File: src/rtl/sweep_channel_gen.sv
// ---------------------------------------------------------------------------
// sweep_channel_gen
//
// Turns the rising/falling slope flags of the velocity-drive slope detector
// into Mossbauer sweep timing: a debounced drive direction, a pulse at every
// sweep start (falling->rising turn), the measured sweep period in slow_clk
// cycles, and the time-binned channel index used as the histogram address.
//
// Optional feature macro: SWEEP_MIRROR_EN
//   undefined : channel counts up across the whole sweep (both halves)
//   defined   : channel counts up during RISE, holds at the RISE->FALL turn,
//               then counts down during FALL, saturating at 0 (folded spectrum);
//               ch_overflow can then only be set during RISE.
//
// Ports
//   slow_clk      in   clock
//   rst           in   asynchronous reset, active-high
//   rising        in   upstream slope flag: signal increasing
//   falling       in   upstream slope flag: signal decreasing
//   sweep_start   out  1-cycle pulse at each accepted falling->rising turn
//   period        out  clocks between the last two sweep_start pulses
//   period_valid  out  sticky, set at first period latch, cleared on lock loss
//   channel       out  current channel index
//   channel_valid out  channel is meaningful (locked, not overflowed)
//   ch_tick       out  1-cycle pulse when channel changes
//   ch_overflow   out  sweep ran past N_CHANNELS*CH_CYCLES; sticky to next start
//   lock_lost     out  1-cycle pulse on sweep timeout
//   fsm_state     out  debug view of the FSM (0 IDLE, 1 RISE, 2 FALL)
//
// Output semantics: there is no back-pressure. channel is qualified by
// channel_valid and period by period_valid, both registered on the same edge
// as the value they qualify; sweep_start, ch_tick and lock_lost are
// single-cycle event strobes that the consumer must take when they are high.
// ---------------------------------------------------------------------------
module sweep_channel_gen #(
    parameter int N_CHANNELS  = 1024,
    parameter int CH_CYCLES   = 16,
    parameter int HOLD_CYCLES = 4,
    parameter int PERIOD_W    = 32,
    parameter int TIMEOUT     = 16777216,
    localparam int CH_W       = $clog2(N_CHANNELS)
) (
    input  logic                slow_clk,
    input  logic                rst,
    input  logic                rising,
    input  logic                falling,
    output logic                sweep_start,
    output logic [PERIOD_W-1:0] period,
    output logic                period_valid,
    output logic [CH_W-1:0]     channel,
    output logic                channel_valid,
    output logic                ch_tick,
    output logic                ch_overflow,
    output logic                lock_lost,
    output logic [1:0]          fsm_state
);

    localparam int PS_W = (CH_CYCLES > 1) ? $clog2(CH_CYCLES) : 1;
    localparam int HC_W = $clog2(HOLD_CYCLES + 1);
    localparam logic [CH_W-1:0] CH_MAX = CH_W'(N_CHANNELS - 1);

    typedef enum logic [1:0] {IDLE = 2'd0, RISE = 2'd1, FALL = 2'd2} state_t;
    typedef enum logic [1:0] {C_NONE = 2'd0, C_UP = 2'd1, C_DOWN = 2'd2} cand_t;

    state_t              state;
    cand_t               cand;
    cand_t               cur_dir;
    cand_t               db_cand;
    logic [HC_W-1:0]     db_cnt;
    logic [HC_W-1:0]     db_next;
    logic [PS_W-1:0]     presc;
    logic [PERIOD_W-1:0] pcnt;
    logic [PERIOD_W:0]   pcnt_ext;

    logic cand_new;
    logic db_run;
    logic accept;
    logic start_sweep;
    logic turn_down;
    logic timeout;
    logic wrap;
    logic ch_inc;
    logic ch_dec;
    logic ovf_set;

    assign fsm_state = state;

    // Both flags set is treated as no information.
    always_comb begin
        cand = C_NONE;
        if (rising && !falling) begin
            cand = C_UP;
        end else if (falling && !rising) begin
            cand = C_DOWN;
        end
    end

    // In IDLE there is no current direction, so either candidate is "new".
    always_comb begin
        cur_dir = C_NONE;
        if (state == RISE) begin
            cur_dir = C_UP;
        end else if (state == FALL) begin
            cur_dir = C_DOWN;
        end
    end

    assign cand_new = (cand != C_NONE) && (cand != cur_dir);
    assign db_run   = (db_cnt != '0) && (cand == db_cand);
    assign db_next  = db_run ? db_cnt + HC_W'(1) : HC_W'(1);
    assign accept   = cand_new && (db_next == HC_W'(HOLD_CYCLES));

    // An accepted UP can only come from IDLE or FALL (in RISE, UP is not new).
    assign start_sweep = accept && (cand == C_UP);
    assign turn_down   = accept && (cand == C_DOWN) && (state == RISE);

    // Extra bit keeps pcnt+1 from wrapping when pcnt has saturated.
    assign pcnt_ext = {1'b0, pcnt} + (PERIOD_W + 1)'(1);
    assign timeout  = (state != IDLE) && (pcnt_ext == (PERIOD_W + 1)'(TIMEOUT));
    assign wrap     = (presc == PS_W'(CH_CYCLES - 1));

    always_comb begin
        ch_inc  = 1'b0;
        ch_dec  = 1'b0;
        ovf_set = 1'b0;
        if ((state != IDLE) && wrap) begin
`ifdef SWEEP_MIRROR_EN
            if (state == FALL) begin
                if (channel != '0) begin
                    ch_dec = 1'b1;
                end
            end else if (channel != CH_MAX) begin
                ch_inc = 1'b1;
            end else begin
                ovf_set = 1'b1;
            end
`else
            if (channel != CH_MAX) begin
                ch_inc = 1'b1;
            end else begin
                ovf_set = 1'b1;
            end
`endif
        end
    end

    always_ff @(posedge slow_clk or posedge rst) begin
        if (rst) begin
            state         <= IDLE;
            db_cand       <= C_NONE;
            db_cnt        <= '0;
            presc         <= '0;
            pcnt          <= '0;
            sweep_start   <= 1'b0;
            period        <= '0;
            period_valid  <= 1'b0;
            channel       <= '0;
            channel_valid <= 1'b0;
            ch_tick       <= 1'b0;
            ch_overflow   <= 1'b0;
            lock_lost     <= 1'b0;
        end else begin
            sweep_start <= 1'b0;
            ch_tick     <= 1'b0;
            lock_lost   <= 1'b0;

            // Debounce restarts on NONE, on the current direction, and after
            // every acceptance (including a DOWN ignored in IDLE).
            db_cand <= cand;
            if (!cand_new || accept) begin
                db_cnt <= '0;
            end else begin
                db_cnt <= db_next;
            end

            if (start_sweep) begin
                // Wins over a simultaneous prescaler wrap and over timeout.
                state         <= RISE;
                sweep_start   <= 1'b1;
                pcnt          <= '0;
                presc         <= '0;
                channel       <= '0;
                ch_overflow   <= 1'b0;
                channel_valid <= 1'b1;
                if (state == FALL) begin
                    period       <= pcnt_ext[PERIOD_W-1:0];
                    period_valid <= 1'b1;
                end
            end else if (timeout) begin
                // period keeps its last value for diagnostics.
                state         <= IDLE;
                lock_lost     <= 1'b1;
                pcnt          <= '0;
                presc         <= '0;
                channel       <= '0;
                ch_overflow   <= 1'b0;
                channel_valid <= 1'b0;
                period_valid  <= 1'b0;
            end else if (state != IDLE) begin
                if (turn_down) begin
                    state <= FALL;
                end
                if (pcnt != '1) begin
                    pcnt <= pcnt + PERIOD_W'(1);
                end
                if (wrap) begin
                    presc <= '0;
                end else begin
                    presc <= presc + PS_W'(1);
                end
                if (ch_inc) begin
                    channel <= channel + CH_W'(1);
                    ch_tick <= 1'b1;
                end else if (ch_dec) begin
                    channel <= channel - CH_W'(1);
                    ch_tick <= 1'b1;
                end
                if (ovf_set) begin
                    ch_overflow <= 1'b1;
                end
                channel_valid <= !(ch_overflow || ovf_set);
            end
        end
    end

endmodule
File: config.mk
export PLATFORM = sky130hd
export DESIGN_NAME = sweep_channel_gen
export DESIGN_NICKNAME = d
export VERILOG_FILES = /design/src/rtl/sweep_channel_gen.sv
export SDC_FILE = /design/constraint.sdc
export NUM_CORES = 1
export LEC_CHECK = 0
export ABC_AREA = 1
export BUFFER_PORTS_ARGS = -buffer_cell sky130_fd_sc_hd__buf_2
export CORE_MARGIN = 4
export CORE_UTILIZATION = 35
export CTS_BUF_LIST = sky130_fd_sc_hd__clkbuf_8
export DETAILED_ROUTE_END_ITERATION = 10
export GPL_ROUTABILITY_DRIVEN = 0
export PLACE_DENSITY = 0.56
export SLEW_MARGIN = 20
export SYNTH_ARGS = -nofsm -noshare
export SYNTH_HDL_FRONTEND = slang
export SYNTH_SLANG_ARGS = --single-unit
File: constraint.sdc
create_clock -name slow_clk -period 4 [get_ports slow_clk]
set_input_delay 1 -clock slow_clk [delete_from_list [all_inputs] [get_ports slow_clk]]
set_output_delay 1 -clock slow_clk [all_outputs]
set_load 0.01 [all_outputs]
Word level (Yosys, flattened, before mapping)
Cells that the tools add are included.

storage, ports and cells
  register bits = 91
  bits of input ports = 4
  output and inout bits = 50
  word-level logic and storage cells = 104

cells by class
  $add $sub $neg = 5
  equality and inequality tests = 12
  muxes and demuxes = 43
  reductions and logical operators = 31

operator list
  kind                                                               count
  32-bit two-way mux                                                 4
  10-bit two-way mux                                                 4
  32-bit by 1-bit adder with 33-bit output, second input constant    1
  33-bit by 25-bit == test with 1-bit output, second input constant  1
  32-bit by 1-bit adder with 32-bit output, second input constant    1
  32-bit != test, second input constant                              1
  1-bit two-way mux                                                  21
  3-bit nonzero test                                                 6
  2-bit two-way mux                                                  8
  4-bit two-way mux                                                  4
  2-bit AND reduction                                                6
  10-bit by 1-bit adder with 10-bit output, second input constant    1
  1-bit logical AND                                                  10
  10-bit != test, second input constant                              1
  3-bit two-way mux                                                  2
  2-bit nonzero test                                                 3
  4-bit by 1-bit adder with 4-bit output, second input constant      1
  2-bit by 1-bit == test with 1-bit output, second input constant    2
  2-bit == test, second input constant                               2
  4-bit == test, second input constant                               1
  1-bit zero test                                                    4
  3-bit by 1-bit adder with 3-bit output, second input constant      1
  3-bit == test, second input constant                               1
  2-bit == test                                                      1
  other kinds (3)                                                    4

Logic depth before layout (Yosys ltp)
Gate-level depths: netlist of run 1.

  depth in word-level cells = 15
  mapped depth = 15
  depth with buffers taken out = 15

Least setup slack after synthesis of run 1
No wires, ideal clock.

  path type = input port to flip-flop
  from = input port rising
  to = register period[16]
  library setup time = 0.117 ns
  arrival time = 2.664 ns
  required time = 3.883 ns
  setup slack = 1.219 ns
  stages on the path = 13
  buffers on the path = 3
  path through = inv_1 > ha_1 > xor2_1 > nor3_2 > nand2_1 > nor2_1 > and3_1 > buf_2 > nand2_1 > buf_2 > buf_1 > nand2_1 > nand2_1

on the way
  longest elaborated chain between the ends = 11
  elaborated cells between the ends (all ways) = 16
  those cells by class = 4 x eq/ne; 3 x mux; 9 x reduce/logical

RTL lines
  element                            RTL line  RTL
  start, declared                    45        input logic rising,
  1-bit zero test                    93        end else if (falling && !rising) begin
  1-bit logical AND                  93
  2-bit two-way mux                  93
  2-bit two-way mux (*)              91        if (rising && !falling) begin
  net cand[1]                        66        cand_t cand;
  2-bit == test                      109       assign db_run = (db_cnt != '0) && (cand == db_cand);
  1-bit logical AND                  109
  3-bit two-way mux                  110       assign db_next = db_run ? db_cnt + HC_W'(1) : HC_W'(1);
  3-bit == test                      111       assign accept = cand_new && (db_next == HC_W'(HOLD_CYCLES));
  1-bit logical AND                  111
  1-bit logical AND (*)              114       assign start_sweep = accept && (cand == C_UP);
  net start_sweep                    78        logic start_sweep;
  2-bit AND reduction (no line) (*)  --
  end signal, assigned               186       period <= pcnt_ext[PERIOD_W-1:0];
  end, declared                      48        output logic [PERIOD_W-1:0] period,

The timed path passes the listed nets; every way through them passes the cells marked *.
A chain may end at the register's enable or synchronous reset.

Final worst setup path of run 1
  from = input port rising
  to = register period[20]

on the way
  longest elaborated chain between the ends = 11
  elaborated cells between the ends (all ways) = 16
  those cells by class = 4 x eq/ne; 3 x mux; 9 x reduce/logical

RTL lines
  element                            RTL line
  1-bit zero test                    93
  1-bit logical AND                  93
  2-bit two-way mux                  93
  2-bit two-way mux (*)              91
  net cand[1]                        66
  2-bit == test                      109
  1-bit logical AND                  109
  3-bit two-way mux                  110
  3-bit == test                      111
  1-bit logical AND                  111
  1-bit logical AND (*)              114
  2-bit AND reduction (no line) (*)  --

Marked as above.

==> results.toml, run 1 <==
[sta]
whs_ns = 0.478
tightest_slew_ns = 0.828
maxSlewHeadroom_pct = 44.7
period_needed_ns = 2.87
hold_violations = 0
finalCritPeriodShare_pct = 71.7
drv_slew = 0
rsz0062_at_grt = "false"
fin_setup_tns_ns = 0
fmax_mhz = 349
clock_skew_ns = 0.0145
setup_viol = 0

[logic_synthesis]
ys_ff_latch = 91
yosysWarnings = 0
syn_inst = 708
synth_cell_types = 35
syn_nets = 721
syn-cell-area_um2 = 5180
yosysSeqAreaShare_pct = 44.0
syn_avg_cell_area_um2 = 7.31

[global_routing]
grt_remaining_overflow = 0
grt_pass1_vias = 4294
grt_use_met1_pct = 23.5
grt_max_degree = 58
met2_usage_pct = 22.8
use_met3_pct = 1.90
grt_busiest_layer = "met1"
track_usage_pct = 15.6
grt_antenna_before_repair = 0
grt_first_pass_wirelength_um = 21200

[layout]
fin_nets = 772
antenna_cells = 0
drive_gt1_share_pct = 14.2
final_area_um2 = 5830
area_growth_pct = 12.5
fillers = 1509

[hold_path]
hold_path_depth = 2
worstHoldStart = "period[8]"
hp-class = "flip-flop to flip-flop"
holdPathEnd = "period[8]"

[routing]
antenna_left = 0
drt-wirelength-per-cell_um = 13.3
num_vias = 4578
via_per_inst = 4.83
drt_iter0_drc = 271
finalWirelength_um = 12600
first_pass_iters = 5
drc = 0

[clocking]
postCtsSetupBuffers = 0
htreeDepth = 3
clk_pin_slew_ns = 0.09
clk_latency_ns = 0.37
cts-root-buf = "clkbuf_8"
cts_resized = 0
clock-sinks = 91
cts_hold_buffers = 0
cts_buffers = 9
cts.path.max_buffers = 2
cts_tree = "built"

[critical_path]
cp.arrival_ns = 3.12
path_buf_inv = 4
rr_startpoint = "pcnt[0]"
worst_path_max_delay_cell = "buf_4"
cp-start-kind = "primary input"
slowest_delay_ns = 0.41
path_class = "primary input to flip-flop"
worstPathRequired_ns = 4.25
cp_max_fo = 57
cp.depth = 13
path_delay_family = "buffers and inverters"
worstSetupEndpointType = "flip-flop"
path_cells = "buf_2, inv_1, ha_1, xor2_1, nor3_2, nand2_1, nor2_1, and3_1, nand2_1, buf_4, clkinv_1, nand2_1, nand2_1"
cpMostUsedCell = "nand2_1"
reg2reg_depth = 13
r2r_end = "pcnt[22]"
r2r_setup_slack_ns = 1.37

[run_status]
status = "finished clean"

[placed_design]
portBuffers = 53
dp_hpwl_um = 9430
place_area_um2 = 5610

[floorplan]
die_area_um2 = 16800
die_w_um = 130
num_rows = 44
die_h_um = 130
core_um2 = 14500
start_util_pct = 35.6
pin_count = 54

[power]
leakage_nw = 2.84
max-vdd-ir-drop_mv = 0.175
p_per_area_nw_per_um2 = 283
fin_total_pwr_mw = 1.65

[job]
cap_violations = 0
## stage by stage
| stage | std cells | setup slack (ns) | util [%] |
|---|---|---|---|
| finish | 947 | 1.13 | 40.1 |
| global route | 947 | 0.846 | 40.1 |
| global placement | 932 | 0.838 | 38.6 |
| CTS | 947 | 1.11 | 40.1 |
| detailed placement | 932 | 0.736 | 38.6 |
| floorplan | 708 | 0.636 | - |
## worst max path at each step
stage / slack [ns] / startpoint / to
after floorplan: 0.64 / rst / ch_overflow
after global placement: 0.84 / rising / period[31]
after detailed placement: 0.74 / rising / period[20]
after CTS: 1.11 / rising / period[20]
after global routing: 0.85 / rising / period[20]
final: 1.13 / rising / period[20]
## cells in the mapped netlist
library cell / number / share of area (%)
nand2_4: 1 / 0.22
nand3_1: 25 / 2.4
o21ai_1: 1 / 0.097
ha_1: 9 / 2.2
inv_1: 66 / 4.8
dfrtp_1: 91 / 44
inv_2: 1 / 0.072
xor2_1: 13 / 2.2
xnor2_1: 4 / 0.68
buf_1: 1 / 0.072
and2_1: 1 / 0.12
clkbuf_1: 7 / 0.51
a21oi_2: 10 / 1.7
clkinv_1: 2 / 0.15
a31o_2: 1 / 0.17
buf_6: 3 / 0.65
nor3_2: 1 / 0.19
nand4_1: 17 / 2.1
a211oi_1: 1 / 0.15
nand2_2: 2 / 0.24
nand3_4: 1 / 0.34
o21ai_0: 29 / 2.8
nand2_8: 1 / 0.39
nor2_2: 6 / 0.72
and3_1: 1 / 0.12
nor2_1: 98 / 7.1
or2_2: 4 / 0.48
buf_2: 5 / 0.48
mux2_2: 1 / 0.22
nand2_1: 254 / 18
nor2_4: 6 / 1.3
nor3_1: 9 / 0.87
a21oi_1: 25 / 2.4
nand3b_1: 10 / 1.4
buf_8: 1 / 0.29
## flip-flops by register name (all words and copies together), names as in the netlist
| signal | flops |
|---|---|
| ch_overflow | 1 |
| ch_tick | 1 |
| channel | 10 |
| channel_valid | 1 |
| db_cand | 2 |
| db_cnt | 3 |
| fsm_state | 2 |
| lock_lost | 1 |
| pcnt | 32 |
| period | 32 |
| period_valid | 1 |
| presc | 4 |
| sweep_start | 1 |
## power by group
| part | internal [mW] | switching (mW) | leakage, nW |
|---|---|---|---|
| logic | 0.00852 | 0.0269 | 1.46 |
| registers | 0.921 | 0.00136 | 1.27 |
| clock network | 0.351 | 0.341 | 0.106 |
## worst register-to-register path: stages, from the launching register on
cell and delay, ns:
dfrtp_1 0.44, ha_1 0.25, nand2_1 0.13, nor2_4 0.07, nand3_1 0.17, nand2_1 0.09, nand2_1 0.15, nand3_1 0.11
nor2_1 0.10, nand3_1 0.07, nor2_1 0.25, nand3_4 0.22, nand2_8 0.33, a21oi_1 0.11
## cell usage in the layout (no fill, tap or decap), drive strengths merged
| cell type | netlist | final |
|---|---|---|
| nand3 | 26 | 26 |
| nor2 | 110 | 110 |
| nand4 | 17 | 17 |
| nor3 | 10 | 10 |
| and3 | 1 | 1 |
| ha | 9 | 9 |
| inv | 67 | 67 |
| buf | 10 | 57 |
| a21oi | 35 | 35 |
| nand2 | 258 | 258 |
| nand3b | 10 | 10 |
| or2 | 4 | 4 |
| and2 | 1 | 1 |
| xor2 | 13 | 13 |
| clkinvlp | 0 | 1 |
| bufinv | 0 | 2 |
| clkbuf | 7 | 9 |
| clkinv | 2 | 5 |
| o21ai | 30 | 30 |
| mux2 | 1 | 1 |
| xnor2 | 4 | 4 |
| dfrtp | 91 | 91 |
| a211oi | 1 | 1 |
| a31o | 1 | 1 |
## kinds of logic after synthesis
group	count (synthesis)	share of synthesized area [%]
AO/OA/AOI/OAI	67	7.32
multiplexers	1	0.217
flip-flops	91	44.0
adder cells (fa/ha/maj)	9	2.17
buffers and inverters	86	7.01
XOR/XNOR	17	2.88
AND/OR/NAND/NOR	437	36.4
## per-layer routing
| metal | vias to the layer above | part of all wire (%) |
|---|---|---|
| met2 | 107 | 43 |
| met5 | - | 0 |
| met1 | 2129 | 50 |
| met3 | 19 | 4.8 |
| li1 | 2323 | - |
| met4 | 0 | 2.0 |
## cell type report
cell class | instances | area, um2 | area share (%)
Tap cell | 184 | 230 | 3.95
Inverter | 69 | 260 | 4.47
Sequential cell | 91 | 2280 | 39.1
Clock inverter | 6 | 90.1 | 1.55
Clock buffer | 9 | 124 | 2.13
Timing Repair Buffer | 57 | 308 | 5.28
Multi-Input combinational cell | 531 | 2540 | 43.6
Note: power is estimated with default switching activity, not from simulation.
==> run 2, diff against run 1 <==
--- a/config.mk
+++ b/config.mk
@@ -12,7 +12,7 @@
 export CTS_BUF_LIST = sky130_fd_sc_hd__clkbuf_8
 export DETAILED_ROUTE_END_ITERATION = 10
 export GPL_ROUTABILITY_DRIVEN = 0
-export PLACE_DENSITY = 0.56
+export PLACE_DENSITY = 0.58
 export SLEW_MARGIN = 20
 export SYNTH_ARGS = -nofsm -noshare
 export SYNTH_HDL_FRONTEND = slang
==> constraint.sdc (replaced) <==
create_clock -name slow_clk -period 2.4 [get_ports slow_clk]
set_input_delay 0.6 -clock slow_clk [delete_from_list [all_inputs] [get_ports slow_clk]]
set_output_delay 0.6 -clock slow_clk [all_outputs]
set_load 0.01 [all_outputs]
==> run 2 against run 1 <==
Sequential power grew 67%. Global-route usage up 0.43 points. Clock skew up 0.0058 ns. Clock power up 68%. Sequential share of layout area fell by 3.7 points. Highest routed layer unchanged.
==> results.toml, run 2 (synthesis gave the netlist of run 1 again) <==
[floorplan]
num_rows = 44
die_w_um = 130
core_um2 = 14500
die_h_um = 130
pin_count = 54
die_area_um2 = 16800
start_util_pct = 35.6

[sta]
fmax_mhz = 430
maxSlewHeadroom_pct = 67.6
tightest_slew_ns = 0.486
rsz0062_at_grt = "true"
clock_skew_ns = 0.0203
whs_ns = 0.347
fin_ws_ns = 0.0762
drv_slew = 0
fin_setup_tns_ns = 0
finalCritPeriodShare_pct = 96.8
setup_viol = 0
period_needed_ns = 2.32
hold_violations = 0

[layout]
drive_gt1_share_pct = 23.6
fin_nets = 820
final_cell_mix = "nand2_1, dfrtp_1, nor2_1, inv_1, buf_2"
final_common_cell = "nand2_1"
antenna_cells = 0
area_growth_pct = 24.4
fillers = 1466
reg_top3 = "pcnt: 32 flops, period: 32 flops, channel: 10 flops"

[placed_design]
dpl_worst_slack_ns = -0.0832
dp_hpwl_um = 9770
portBuffers = 53

[clocking]
clk_latency_ns = 0.37
cts_tree = "built"
cts.path.max_buffers = 2
clock-sinks = 91
cts-root-buf = "clkbuf_8"
clk_pin_slew_ns = 0.09
cts_buffers = 9
htreeDepth = 3
cts_hold_buffers = 0

[critical_path]
worstSetupEndpointType = "flip-flop"
reg2reg_depth = 15
cp.arrival_ns = 2.58
cp-start-kind = "flip-flop"
path_class = "flip-flop to flip-flop"
worstPathRequired_ns = 2.66
cp_max_fo = 9
r2r_setup_slack_ns = 0.08

[hold_path]
hp-class = "primary input to async pin"

[routing]
drt-wirelength-per-cell_um = 13.3
first_pass_iters = 5
antenna_left = 0
drc = 0
via_per_inst = 4.70
num_vias = 4681
drt_iter0_drc = 295
finalWirelength_um = 13200

[job]
cap_violations = 0

[power]
p_per_area_nw_per_um2 = 429
leakage_nw = 3.14
fin_total_pwr_mw = 2.77
max-vdd-ir-drop_mv = 0.225

[global_routing]
grt_antenna_before_repair = 0
grt_pass1_vias = 4298
grt_remaining_overflow = 0
grt_max_degree = 92
grt_first_pass_wirelength_um = 21700
track_usage_pct = 16.0

[run_status]
status = "finished clean"
[run 2: cell types whose count changed in the layout (fill, tap and decap cells not counted), moves of 4 or more]
cell / previous run / this run
buf_4: 3 / 43
buf_6: 0 / 4
nor2_4: 6 / 10
nand2_1: 254 / 247
a21oi_2: 10 / 19
a21oi_1: 25 / 14
nor2_2: 6 / 10
nand2_2: 2 / 7
nor2_1: 98 / 90
[run 2: per-stage QoR]
stage	std cells	cell area [um2]	util, %
final	995	6440	44.3
after floorplan	708	5180	-
after global routing	995	6440	44.3
after global placement	971	5930	40.8
after CTS	986	6150	42.3
after detailed placement	971	5930	40.8
[run 2: report_power, final]
part / internal, mW / total (mW) / switching [mW]
clock network: 0.585 / 1.16 / 0.579
registers: 1.54 / 1.54 / 0.00234
logic: 0.0185 / 0.0640 / 0.0455
total: 2.14 / 2.77 / 0.627
[run 2: critical path, stage by stage (launching register included)]
cell and delay, ns:
dfrtp_1 0.42, ha_4 0.18, nand2_4 0.06, nor2_4 0.22
nand3_2 0.15, inv_1 0.10, nand2_1 0.05, nand2_1 0.06
nand2_1 0.07, nor2_2 0.14, nand2_1 0.08, nor2_2 0.16
nand3_4 0.14, nand2_8 0.15, clkbuf_16 0.18, nor2_1 0.04
[run 2: per-layer routing]
| metal | global-route usage, % | vias up | share of wire, % |
|---|---|---|---|
| li1 | - | 2425 | - |
| met1 | 24.4 | 2160 | 51 |
| met2 | 23.6 | 79 | 43 |
| met3 | 2.27 | 17 | 4.1 |
| met4 | 4.71 | 0 | 1.6 |
| met5 | 0 | - | 0 |
[run 2: layout make-up]
class	instances	area, um2	share of cell area (%)
Tap cell	184	230	3.57
Multi-Input combinational cell	531	2710	42.1
Clock inverter	6	90.1	1.40
Inverter	69	263	4.08
Clock buffer	9	124	1.92
Sequential cell	91	2280	35.4
Timing Repair Buffer	105	743	11.5
[run 2: what timing repair did]
item                                    4_1_cts  5_1_grt
gates resized for setup                       0       51
setup buffers                                 0        7
endpoints found under the setup margin        0       56
[run 2: worst paths after layout]
| check | start | endpoint |
|---|---|---|
| setup / recovery | pcnt[1] | ch_overflow |
| hold / removal | rst | sweep_start |
| setup reg to reg | pcnt[1] | ch_overflow |
| hold reg to reg | period[1] | period[1] |
| max in group asynchronous | rst | pcnt[23] |
| min in group slow_clk | period[1] | period[1] |
